`config.mk`:
```
export PLATFORM = sky130hd
export DESIGN_NAME = mode_sequencer
export DESIGN_NICKNAME = d
export VERILOG_FILES = /design/src/rtl/mode_pkg.sv /design/src/rtl/button_debouncer.sv /design/src/rtl/mode_sequencer.sv
export SDC_FILE = /design/constraint.sdc
export NUM_CORES = 1
export LEC_CHECK = 0
export BUFFER_PORTS_ARGS = -buffer_cell sky130_fd_sc_hd__buf_2
export CAP_MARGIN = 20
export CORE_MARGIN = 8
export CORE_UTILIZATION = 56
export CTS_CLUSTER_SIZE = 10
export DETAILED_ROUTE_END_ITERATION = 10
export PLACE_DENSITY_LB_ADDON = 0.3
export SKIP_CTS_REPAIR_TIMING = 1
export SYNTH_ARGS = -nofsm -noshare
export SYNTH_HDL_FRONTEND = slang
export SYNTH_SLANG_ARGS = --single-unit
```
`constraint.sdc`:
```
create_clock -name clk -period 3.3 [get_ports clk]
set_clock_uncertainty 0.15 [all_clocks]
set_input_delay 0.33 -clock clk [delete_from_list [all_inputs] [get_ports clk]]
set_output_delay 0.33 -clock clk [all_outputs]
set_load 0.01 [all_outputs]
```
`src/rtl/mode_pkg.sv`:
```
// Shared mode definitions for the front-panel mode selector and the output-mode FSM.
// Also holds the debouncer state encoding used by button_debouncer.
package mode_pkg;

  typedef enum logic [2:0] {
    OFF      = 3'd0,
    PWM      = 3'd1,
    R2R      = 3'd2,
    SAWTOOTH = 3'd3,
    BUZZER   = 3'd4,
    CHIRP    = 3'd5
  } mode_e;

  localparam logic [2:0] NUM_MODES = 3'd6;
  localparam logic [2:0] MODE_LAST = 3'd5;

  typedef enum logic [1:0] {
    DB_IDLE,
    DB_PRESS_WAIT,
    DB_HELD,
    DB_RELEASE_WAIT
  } db_state_e;

  function automatic logic mode_valid(input logic [2:0] m);
    return m < NUM_MODES;
  endfunction

endpackage

```
`src/rtl/button_debouncer.sv`:
```
// Two-flop synchroniser plus debounce FSM; emits a one-cycle press pulse per accepted press.
// Optional auto-repeat while held is compiled in with MODE_SEQ_AUTOREPEAT_EN.
module button_debouncer
  import mode_pkg::*;
#(
  parameter int unsigned DEBOUNCE_CYCLES = 1_000_000
`ifdef MODE_SEQ_AUTOREPEAT_EN
  ,
  parameter int unsigned HOLD_CYCLES     = 50_000_000,
  parameter int unsigned REPEAT_CYCLES   = 25_000_000
`endif
) (
  input  logic clk,
  input  logic rst_n,
  input  logic btn_i,
  output logic press_o
);

  localparam int unsigned CNT_W = $clog2(DEBOUNCE_CYCLES + 1);
  localparam logic [CNT_W-1:0] DB_MAX = CNT_W'(DEBOUNCE_CYCLES);

  logic [1:0]       sync_q;
  logic             level;
  db_state_e        state_q, state_d;
  logic [CNT_W-1:0] cnt_q, cnt_d, cnt_inc;
  logic             press_q, press_d;

`ifdef MODE_SEQ_AUTOREPEAT_EN
  localparam int unsigned REP_W = $clog2(HOLD_CYCLES + 1);
  localparam logic [REP_W-1:0] REP_LAST   = REP_W'(HOLD_CYCLES - 1);
  localparam logic [REP_W-1:0] REP_RELOAD = REP_W'(HOLD_CYCLES - REPEAT_CYCLES);

  logic [REP_W-1:0] rep_q, rep_d;
`endif

  // NOTE: non-blocking assignments so every flop samples its pre-edge value;
  // blocking here would collapse the two synchroniser stages into one.
  always_ff @(posedge clk or negedge rst_n) begin
    if (!rst_n) begin
      sync_q  <= '0;
      state_q <= DB_IDLE;
      cnt_q   <= '0;
      press_q <= 1'b0;
    end else begin
      sync_q  <= {sync_q[0], btn_i};
      state_q <= state_d;
      cnt_q   <= cnt_d;
      press_q <= press_d;
    end
  end

  assign level   = sync_q[1];
  assign cnt_inc = (cnt_q == DB_MAX) ? cnt_q : cnt_q + CNT_W'(1);

  // NOTE: every variable gets a default before the case so no path holds a
  // stale value, which would otherwise infer a latch.
  always_comb begin
    state_d = state_q;
    cnt_d   = cnt_q;
    press_d = 1'b0;
`ifdef MODE_SEQ_AUTOREPEAT_EN
    rep_d   = '0;
`endif
    unique case (state_q)
      DB_IDLE: begin
        cnt_d = '0;
        if (level) begin
          state_d = DB_PRESS_WAIT;
          cnt_d   = CNT_W'(1);
        end
      end
      DB_PRESS_WAIT: begin
        if (!level) begin
          state_d = DB_IDLE;
          cnt_d   = '0;
        end else if (cnt_inc == DB_MAX) begin
          state_d = DB_HELD;
          cnt_d   = '0;
          press_d = 1'b1;
        end else begin
          cnt_d = cnt_inc;
        end
      end
      DB_HELD: begin
        if (!level) begin
          state_d = DB_RELEASE_WAIT;
          cnt_d   = CNT_W'(1);
        end
`ifdef MODE_SEQ_AUTOREPEAT_EN
        // Reload lands REPEAT_CYCLES short of the hold threshold for the periodic pulses.
        else if (rep_q == REP_LAST) begin
          press_d = 1'b1;
          rep_d   = REP_RELOAD;
        end else begin
          rep_d = rep_q + REP_W'(1);
        end
`else
        else begin
          cnt_d = '0;
        end
`endif
      end
      DB_RELEASE_WAIT: begin
        if (level) begin
          state_d = DB_HELD;
          cnt_d   = '0;
        end else if (cnt_inc == DB_MAX) begin
          state_d = DB_IDLE;
          cnt_d   = '0;
        end else begin
          cnt_d = cnt_inc;
        end
      end
      default: begin
        state_d = DB_IDLE;
        cnt_d   = '0;
      end
    endcase
  end

`ifdef MODE_SEQ_AUTOREPEAT_EN
  always_ff @(posedge clk or negedge rst_n) begin
    if (!rst_n) rep_q <= '0;
    else        rep_q <= rep_d;
  end
`endif

  assign press_o = press_q;

endmodule

```
`src/rtl/mode_sequencer.sv`:
```
// Front-panel mode selector: two debounced buttons step a wrapping 0..5 mode index.
// Define MODE_SEQ_AUTOREPEAT_EN to enable auto-repeat while a button is held.
module mode_sequencer
  import mode_pkg::*;
#(
  parameter int unsigned DEBOUNCE_CYCLES = 1_000_000,
  parameter int unsigned HOLD_CYCLES     = 50_000_000,
  parameter int unsigned REPEAT_CYCLES   = 25_000_000
) (
  input  logic       clk,
  input  logic       reset,
  input  logic       btn_next,
  input  logic       btn_prev,
  output logic [2:0] mode_select,
  output logic       mode_changed
);

  if (DEBOUNCE_CYCLES < 2) begin : g_bad_debounce
    $error("DEBOUNCE_CYCLES must be at least 2");
  end
  if (REPEAT_CYCLES == 0 || REPEAT_CYCLES > HOLD_CYCLES) begin : g_bad_repeat
    $error("REPEAT_CYCLES must be in 1..HOLD_CYCLES");
  end

  logic       press_next, press_prev;
  logic [2:0] mode_q, mode_d;
  logic       changed_q, changed_d;

  button_debouncer #(
    .DEBOUNCE_CYCLES(DEBOUNCE_CYCLES)
`ifdef MODE_SEQ_AUTOREPEAT_EN
    ,
    .HOLD_CYCLES    (HOLD_CYCLES),
    .REPEAT_CYCLES  (REPEAT_CYCLES)
`endif
  ) u_next (
    .clk    (clk),
    .rst_n  (reset),
    .btn_i  (btn_next),
    .press_o(press_next)
  );

  button_debouncer #(
    .DEBOUNCE_CYCLES(DEBOUNCE_CYCLES)
`ifdef MODE_SEQ_AUTOREPEAT_EN
    ,
    .HOLD_CYCLES    (HOLD_CYCLES),
    .REPEAT_CYCLES  (REPEAT_CYCLES)
`endif
  ) u_prev (
    .clk    (clk),
    .rst_n  (reset),
    .btn_i  (btn_prev),
    .press_o(press_prev)
  );

  // An out-of-range index (upset) recovers to OFF ahead of any button action.
  always_comb begin
    mode_d    = mode_q;
    changed_d = 1'b0;
    if (!mode_valid(mode_q)) begin
      mode_d    = OFF;
      changed_d = 1'b1;
    end else if (press_next && !press_prev) begin
      mode_d    = (mode_q == MODE_LAST) ? 3'd0 : mode_q + 3'd1;
      changed_d = 1'b1;
    end else if (press_prev && !press_next) begin
      mode_d    = (mode_q == 3'd0) ? MODE_LAST : mode_q - 3'd1;
      changed_d = 1'b1;
    end
  end

  always_ff @(posedge clk or negedge reset) begin
    if (!reset) begin
      mode_q    <= OFF;
      changed_q <= 1'b0;
    end else begin
      mode_q    <= mode_d;
      changed_q <= changed_d;
    end
  end

  assign mode_select  = mode_q;
  assign mode_changed = changed_q;

endmodule

```
==> flow_metrics.tcl, run 1 <==
set metrics [dict create \
    status "finished, violations left" \
    failed_checks "negative hold slack, negative setup slack" \
    synth_top_family_by_area "simple AND/OR/NAND/NOR gates" \
    timing.slew.headroom 0.4766 \
    drv_cap 0 \
    ioPinCount 8 \
    place_congestion 0.8959 \
    start_util 0.5764 \
    postSynth.asyncResetShare 1.000 \
    synth_top_area_share 0.4284 \
    insertion_delay_ns 0.30 \
    layout_commonest_cell "dfrtp_1" \
    slew_violations 0 \
    hold_viol 33 \
    clockBufferDepth 2 \
    p_leak_uw 0.001428 \
    firstDrtPassIters 5 \
    area_growth_syn_to_layout_pct 10.23 \
    p_seq_frac 0.568 \
    dieArea_um2 8290 \
    synth.distinct_cells 52 \
    die_x_um 91.05 \
    drive_gt1_frac 0.1173 \
    required_ns 3.34 \
    power_density_nw_per_um2 341.5 \
    synth_edf_count 0 \
    diodes 0 \
    path_max_fanout 2 \
    drc_errors 0 \
    start_kind "flop" \
    num_vias 2560 \
    synth_area_leader_cell "dfrtp_1" \
    worstMarginPinSlew_ns 0.7851 \
    dpl_cell_area_um2 3329 \
    cts_buffers 5 \
    critPathKind "flop to flop" \
    synth.net_count 354 \
    grt_first_pass_wirelength_mm 11.27 \
    port-buffer-count 7 \
    layout_common_cells "53 x dfrtp_1, 43 x nor2_1, 25 x nand2_1, 23 x xor2_1" \
    synth_seq_cells 54 \
    avgRoutedWirePerCell_um 15.17 \
    synthFlopType "dfrtp_1" \
    cts.clk_slew.worst_paths_ns 0.10 \
    swShare 0.2124 \
    fin_area_um2 3477 \
    grt_pass1_vias 2349 \
    multi_input_area_um2 1713 \
    synthCells 342 \
    synth-simple-area-share 0.2991 \
    fp-row-count 27 \
    cpMostUsedCell "or4b_4" \
    placed_cells 420 \
    final.setup.worst_slack_ns -0.09714 \
    combPwrFrac 0.048 \
    dp_hpwl_mm 4.713 \
    h-tree-depth 2 \
    path_buf_inv 1 \
    cts.sinks 54 \
    drt_first_iter_violations 196 \
    wirelength_mm 6.521 \
    period_minus_slack_ns 3.397 \
    switchingPower_uw 252.3 \
    clkPwrFrac 0.384 \
    path_cells "inv_2, ha_1, or4b_4, or4_4, nor4_4, mux2i_1, or4b_4, or4b_4, mux2_4" \
    synth-xor-area-share 0.1194 \
    final_cell_count_no_fill 430 \
    yosys-mux-area-fraction 0.02023 \
    max-vdd-ir-drop_v 0.0002542 \
    detailedPlace.worstSlack_ns -0.07625 \
    seq_area_frac_synth 0.4284 \
    ys_warn_count 0 \
    fmax_mhz 294.4 \
    cts_tree "yes" \
    track_usage 0.1611 \
    slowest_stage "or4b_4" \
    synth_fa_ha_area_frac 0.03173 \
    path_delay_family "simple AND/OR/NAND/NOR gates" \
    grt_max_degree 35 \
    fin_crit_sh 1.029 \
    rsz0062_at_grt "true" \
    synth_compound_area_frac 0.06902 \
    final_nets 369 \
    hp-class "primary input to async pin" \
    cpPeakStageDelay_ns 0.50 \
    fin_hold_ws_ns -0.04320 \
    p_int_uw 935.3 \
    grt_antenna_before_repair 0 \
    synthTopCellsByArea "dfrtp_1 43%, xor2_1 6.4%, xnor2_1 5.6%" \
    seqCellArea_um2 1353 \
    ant_nets 0 \
    postSynthAreaPerCell_um2 9.223 \
    cp-end-kind "flop" \
    cp_data_arrival_time_ns 3.44 \
    fill_cells 454 \
    via_per_inst 5.953 \
    grt_overflow 0 \
    core_um2 5473 \
    die_h_um 91.05 \
    cts-root-buf "clkbuf_8" \
    fin_util 0.6353 \
    setup_viol 1 \
    syn-cell-area_um2 3154 \
]
==> power by group through the flow <==
stage / combinational [uW] / clock [uW] / sequential, uW
floorplan: 25.7 / 0 / 688
global placement: 53.2 / 0 / 688
detailed placement: 54.5 / 0 / 688
CTS: 55.0 / 466 / 675
global route: 65.4 / 495 / 677
finish: 56.6 / 456 / 675
==> per-layer routing <==
layer / track usage / vias up / share of wire
met5: 0 / - / 0
met4: 0.05457 / 0 / 0.011
met3: 0.03210 / 9 / 0.051
met2: 0.2394 / 68 / 0.44
met1: 0.2276 / 1241 / 0.50
li1: - / 1242 / -
==> final cells by class <==
type                            instances  share of cell area
Clock inverter                          1            0.008636
Inverter                               12             0.01295
Clock buffer                            7             0.02483
Multi-Input combinational cell        261              0.4926
Timing Repair Buffer                   23             0.04606
Sequential cell                        54              0.3890
Tap cell                               72             0.02591
==> registers in the layout (all words and copies together) (netlist names), named ones only <==
signal,count
mode_select,3
u_prev.cnt_q,20
u_prev.state_q,1
u_prev.press_o,1
u_next.sync_q,2
u_next.state_q,1
u_next.cnt_q,20
u_prev.sync_q,2
u_next.press_o,1
mode_changed,1
==> final timing paths <==
kind	slack, ns	startpoint	depth (start not counted)	endpoint
min reg2reg	0.21	u_prev.sync_q[0]$_DFF_PN0_	0	u_prev.sync_q[1]$_DFF_PN0_
max reg2reg	-0.1	u_prev.cnt_q[0]$_DFF_PN0_	9	flop
min in group clk	0.21	u_prev.sync_q[0]$_DFF_PN0_	0	u_prev.sync_q[1]$_DFF_PN0_
max	-0.1	u_prev.cnt_q[0]$_DFF_PN0_	9	flop
max in group asynchronous	2.28	reset	2	u_next.cnt_q[9]$_DFF_PN0_
min	-0.04	reset	1	u_next.cnt_q[18]$_DFF_PN0_
==> kinds of logic after synthesis <==
group                      count (synthesis)
muxes                                      6
adders and majority gates                  8
AOI/OAI and AO/OA                         33
buffers and inverters                     27
and+or+nand+nor                          171
DFF                                       54
xor gates and xnor gates                  43
==> cells in the mapped netlist, drive strengths merged, types with 4 or more instances <==
library cell  count
xnor2            20
nand4            16
xor2             23
nor2             43
nand2b            4
inv              12
nor3             21
ha                8
a31oi             5
nor4              9
and3              9
dfrtp            54
o21ai             7
or4b              4
nand3            13
nand2            25
clkbuf           14
a21oi             8
==> metrics by stage <==
| stage | TNS [ns] | hold slack, ns | power (uW) |
|---|---|---|---|
| final | -0.09714 | -0.04320 | 1188 |
| after global routing | -0.2038 | 0.002285 | 1237 |
| after CTS | -0.08953 | -0.02705 | 1196 |
| after detailed placement | -0.07625 | 0.1889 | 742.6 |
| after global placement | 0 | 0.1839 | 741.0 |
| after floorplan | -0.09371 | -0.1156 | 713.9 |
Power figures use the tool's default switching activity.
==> inputs of run 2 (changes only) <==
SYNTH_HIERARCHICAL = 1   (was unset)
==> run 2 against run 1 <==
  * The flow finishes with violations (negative hold slack)
  * Cell area increased by 1.0%
  * Worst setup slack better by 0.40 ns
  * Utilization decreased by 3.1 points
  * Worst hold slack better by 0.013 ns
  * Synthesized area grew 4.6%
==> flow_metrics.tcl, run 2 <==
set metrics [dict create \
    area_growth_syn_to_layout_pct 6.444 \
    clockBufferDepth 2 \
    grt_max_degree 39 \
    ff2ff_path_depth 8 \
    syn-cell-area_um2 3301 \
    fp-row-count 28 \
    cts-root-buf "clkbuf_8" \
    timing.slew.headroom 0.4210 \
    wirelength_mm 6.635 \
    firstDrtPassIters 4 \
    synth_top_area_share 0.4094 \
    layout_common_cells "54 x dfrtp_1, 34 x nor2_1, 20 x xnor2_1, 19 x xor2_1" \
    clkPwrFrac 0.346 \
    drt_first_iter_violations 153 \
    cts.sinks 54 \
    fin_crit_sh 0.9080 \
    final_nets 358 \
    max-vdd-ir-drop_v 0.0002286 \
    synth.net_count 351 \
    grt_antenna_before_repair 0 \
    place_congestion 0.9174 \
    via_per_inst 5.901 \
    hp-class "primary input to async pin" \
    avgRoutedWirePerCell_um 15.65 \
    synthFlopType "dfrtp_1" \
    postSynth.asyncResetShare 1.000 \
    synth_area_leader_cell "dfrtp_1" \
    rrSetupSlack_ns 0.30 \
    worstReg2RegStart "u_prev/cnt_q[1]$_DFF_PN0_" \
    port-buffer-count 7 \
    synth_seq_cells 54 \
    rsz0062_at_grt "false" \
    status "finished, violations left" \
    worstMarginPinSlew_ns 0.8685 \
    synthCells 341 \
    core_um2 5816 \
    swShare 0.2438 \
    start_util 0.5676 \
    grt_overflow 0 \
    setup_viol 0 \
    tns_ns 0 \
    required_ns 3.35 \
    final.setup.worst_slack_ns 0.3036 \
    synthTopCellsByArea "dfrtp_1 41%, xnor2_1 5.3%, xor2_1 5.0%" \
    p_seq_frac 0.610 \
    critPathKind "flop to flop" \
    cts.clk_slew.worst_paths_ns 0.10 \
    failed_checks "negative hold slack" \
    dieArea_um2 8606 \
    slew_violations 0 \
    start_kind "flop" \
    layout_commonest_cell "dfrtp_1" \
    cts_tree "yes" \
    p_int_uw 838.8 \
    dp_hpwl_mm 4.830 \
    drc_errors 0 \
    h-tree-depth 2 \
    fin_hold_ws_ns -0.03029 \
    hold_viol 37 \
    die_x_um 92.77 \
    yosys-top-cells-count "54 x dfrtp_1, 34 x nor2_1, 20 x xnor2_1" \
    ys_warn_count 6 \
    fmax_mhz 333.7 \
    insertion_delay_ns 0.31 \
    p_leak_uw 0.001467 \
    drive_gt1_frac 0.1232 \
    path_max_fanout 7 \
    num_vias 2502 \
    postSynthAreaPerCell_um2 9.679 \
    diodes 0 \
    drv_cap 0 \
    die_h_um 92.77 \
    synth_most_common_cell "dfrtp_1" \
    ant_nets 0 \
    track_usage 0.1617 \
    power_density_nw_per_um2 315.7 \
    synth.distinct_cells 52 \
    combPwrFrac 0.045 \
    cts_buffers 5 \
    synth_edf_count 0 \
    period_minus_slack_ns 2.996 \
    cp-end-kind "flop" \
    grt_pass1_vias 2304 \
    cp_data_arrival_time_ns 3.04 \
    grt_first_pass_wirelength_mm 11.45 \
    ioPinCount 8 \
    seq_area_frac_synth 0.4094 \
    detailedPlace.worstSlack_ns 0.3767 \
    switchingPower_uw 270.4 \
]
## run 2: cell types whose count changed after synthesis, moves of 5 or more
| cell | previous run | this run |
|---|---|---|
| a21oi_1 | 8 | 13 |
| buf_2 | 0 | 6 |
| clkbuf_1 | 14 | 6 |
| nand2_1 | 25 | 15 |
| nor2_1 | 43 | 34 |
| nor2b_1 | 2 | 10 |
| nor3_1 | 20 | 14 |
## run 2: worst max-delay path: stages (launching register included)
cell and delay [ns]:
dfrtp_1 0.47, ha_1 0.33, nand3_1 0.23, nor3_1 0.34, a31oi_1 0.16, nor4_1 0.49
o2111ai_4 0.23, nor2_4 0.16, mux2_1 0.32
## run 2: cell families after synthesis
logic type | synth area share
simple gates | 0.2979
flops | 0.4094
buf+inv | 0.02957
mux | 0.006823
fa+ha+maj | 0.02274
compound gates | 0.1300
xor+xnor | 0.1035
## run 2: per-layer routing
| layer | wire, um | global-route usage |
|---|---|---|
| met1 | 3310 | 0.2376 |
| met2 | 2930 | 0.2308 |
| met3 | 344 | 0.03560 |
| met4 | 49 | 0.04430 |
| met5 | 0 | 0 |
## run 2: power by group through the flow
stage | clock network (uW) | registers (uW) | logic, uW
floorplan | 0 | 687 | 26.5
global placement | 0 | 688 | 48.1
detailed placement | 0 | 689 | 48.5
CTS | 398 | 676 | 48.8
global route | 422 | 678 | 57.2
finish | 383 | 676 | 49.5
## run 2: worst max-delay path by stage
stage,start,end,slack [ns],cells past startpoint
detailed placement,u_prev/cnt_q[1]$_DFF_PN0_,flop,0.38,8
global placement,u_next/cnt_q[1]$_DFF_PN0_,flop,0.47,9
CTS,u_prev/cnt_q[1]$_DFF_PN0_,flop,0.33,8
global route,u_next/cnt_q[1]$_DFF_PN0_,flop,0.1,8
finish,u_prev/cnt_q[1]$_DFF_PN0_,flop,0.30,8
floorplan,u_next/cnt_q[1]$_DFF_PN0_,flop,0.63,8
## run 2: layout make-up
type	instances	area, um^2
clock inverter	3	25.02
inverter	12	45.04
tap	75	93.84
multi-input combinational	263	1852
timing repair buffer	12	77.57
clock buffer	5	68.82
sequential	54	1351
fill	496	2302
## run 2: stage by stage
step / std cells / power [uW] / hold WS (ns) / util / cell area (um^2)
floorplan: 341 / 713.6 / -0.1156 / - / 3301
global placement: 414 / 736.5 / 0.1846 / 0.5846 / 3400
detailed placement: 414 / 737.8 / 0.1847 / 0.5846 / 3400
CTS: 422 / 1123 / -0.03643 / 0.6007 / 3493
global route: 424 / 1157 / 0.04691 / 0.6041 / 3513
finish: 424 / 1109 / -0.03029 / 0.6041 / 3513
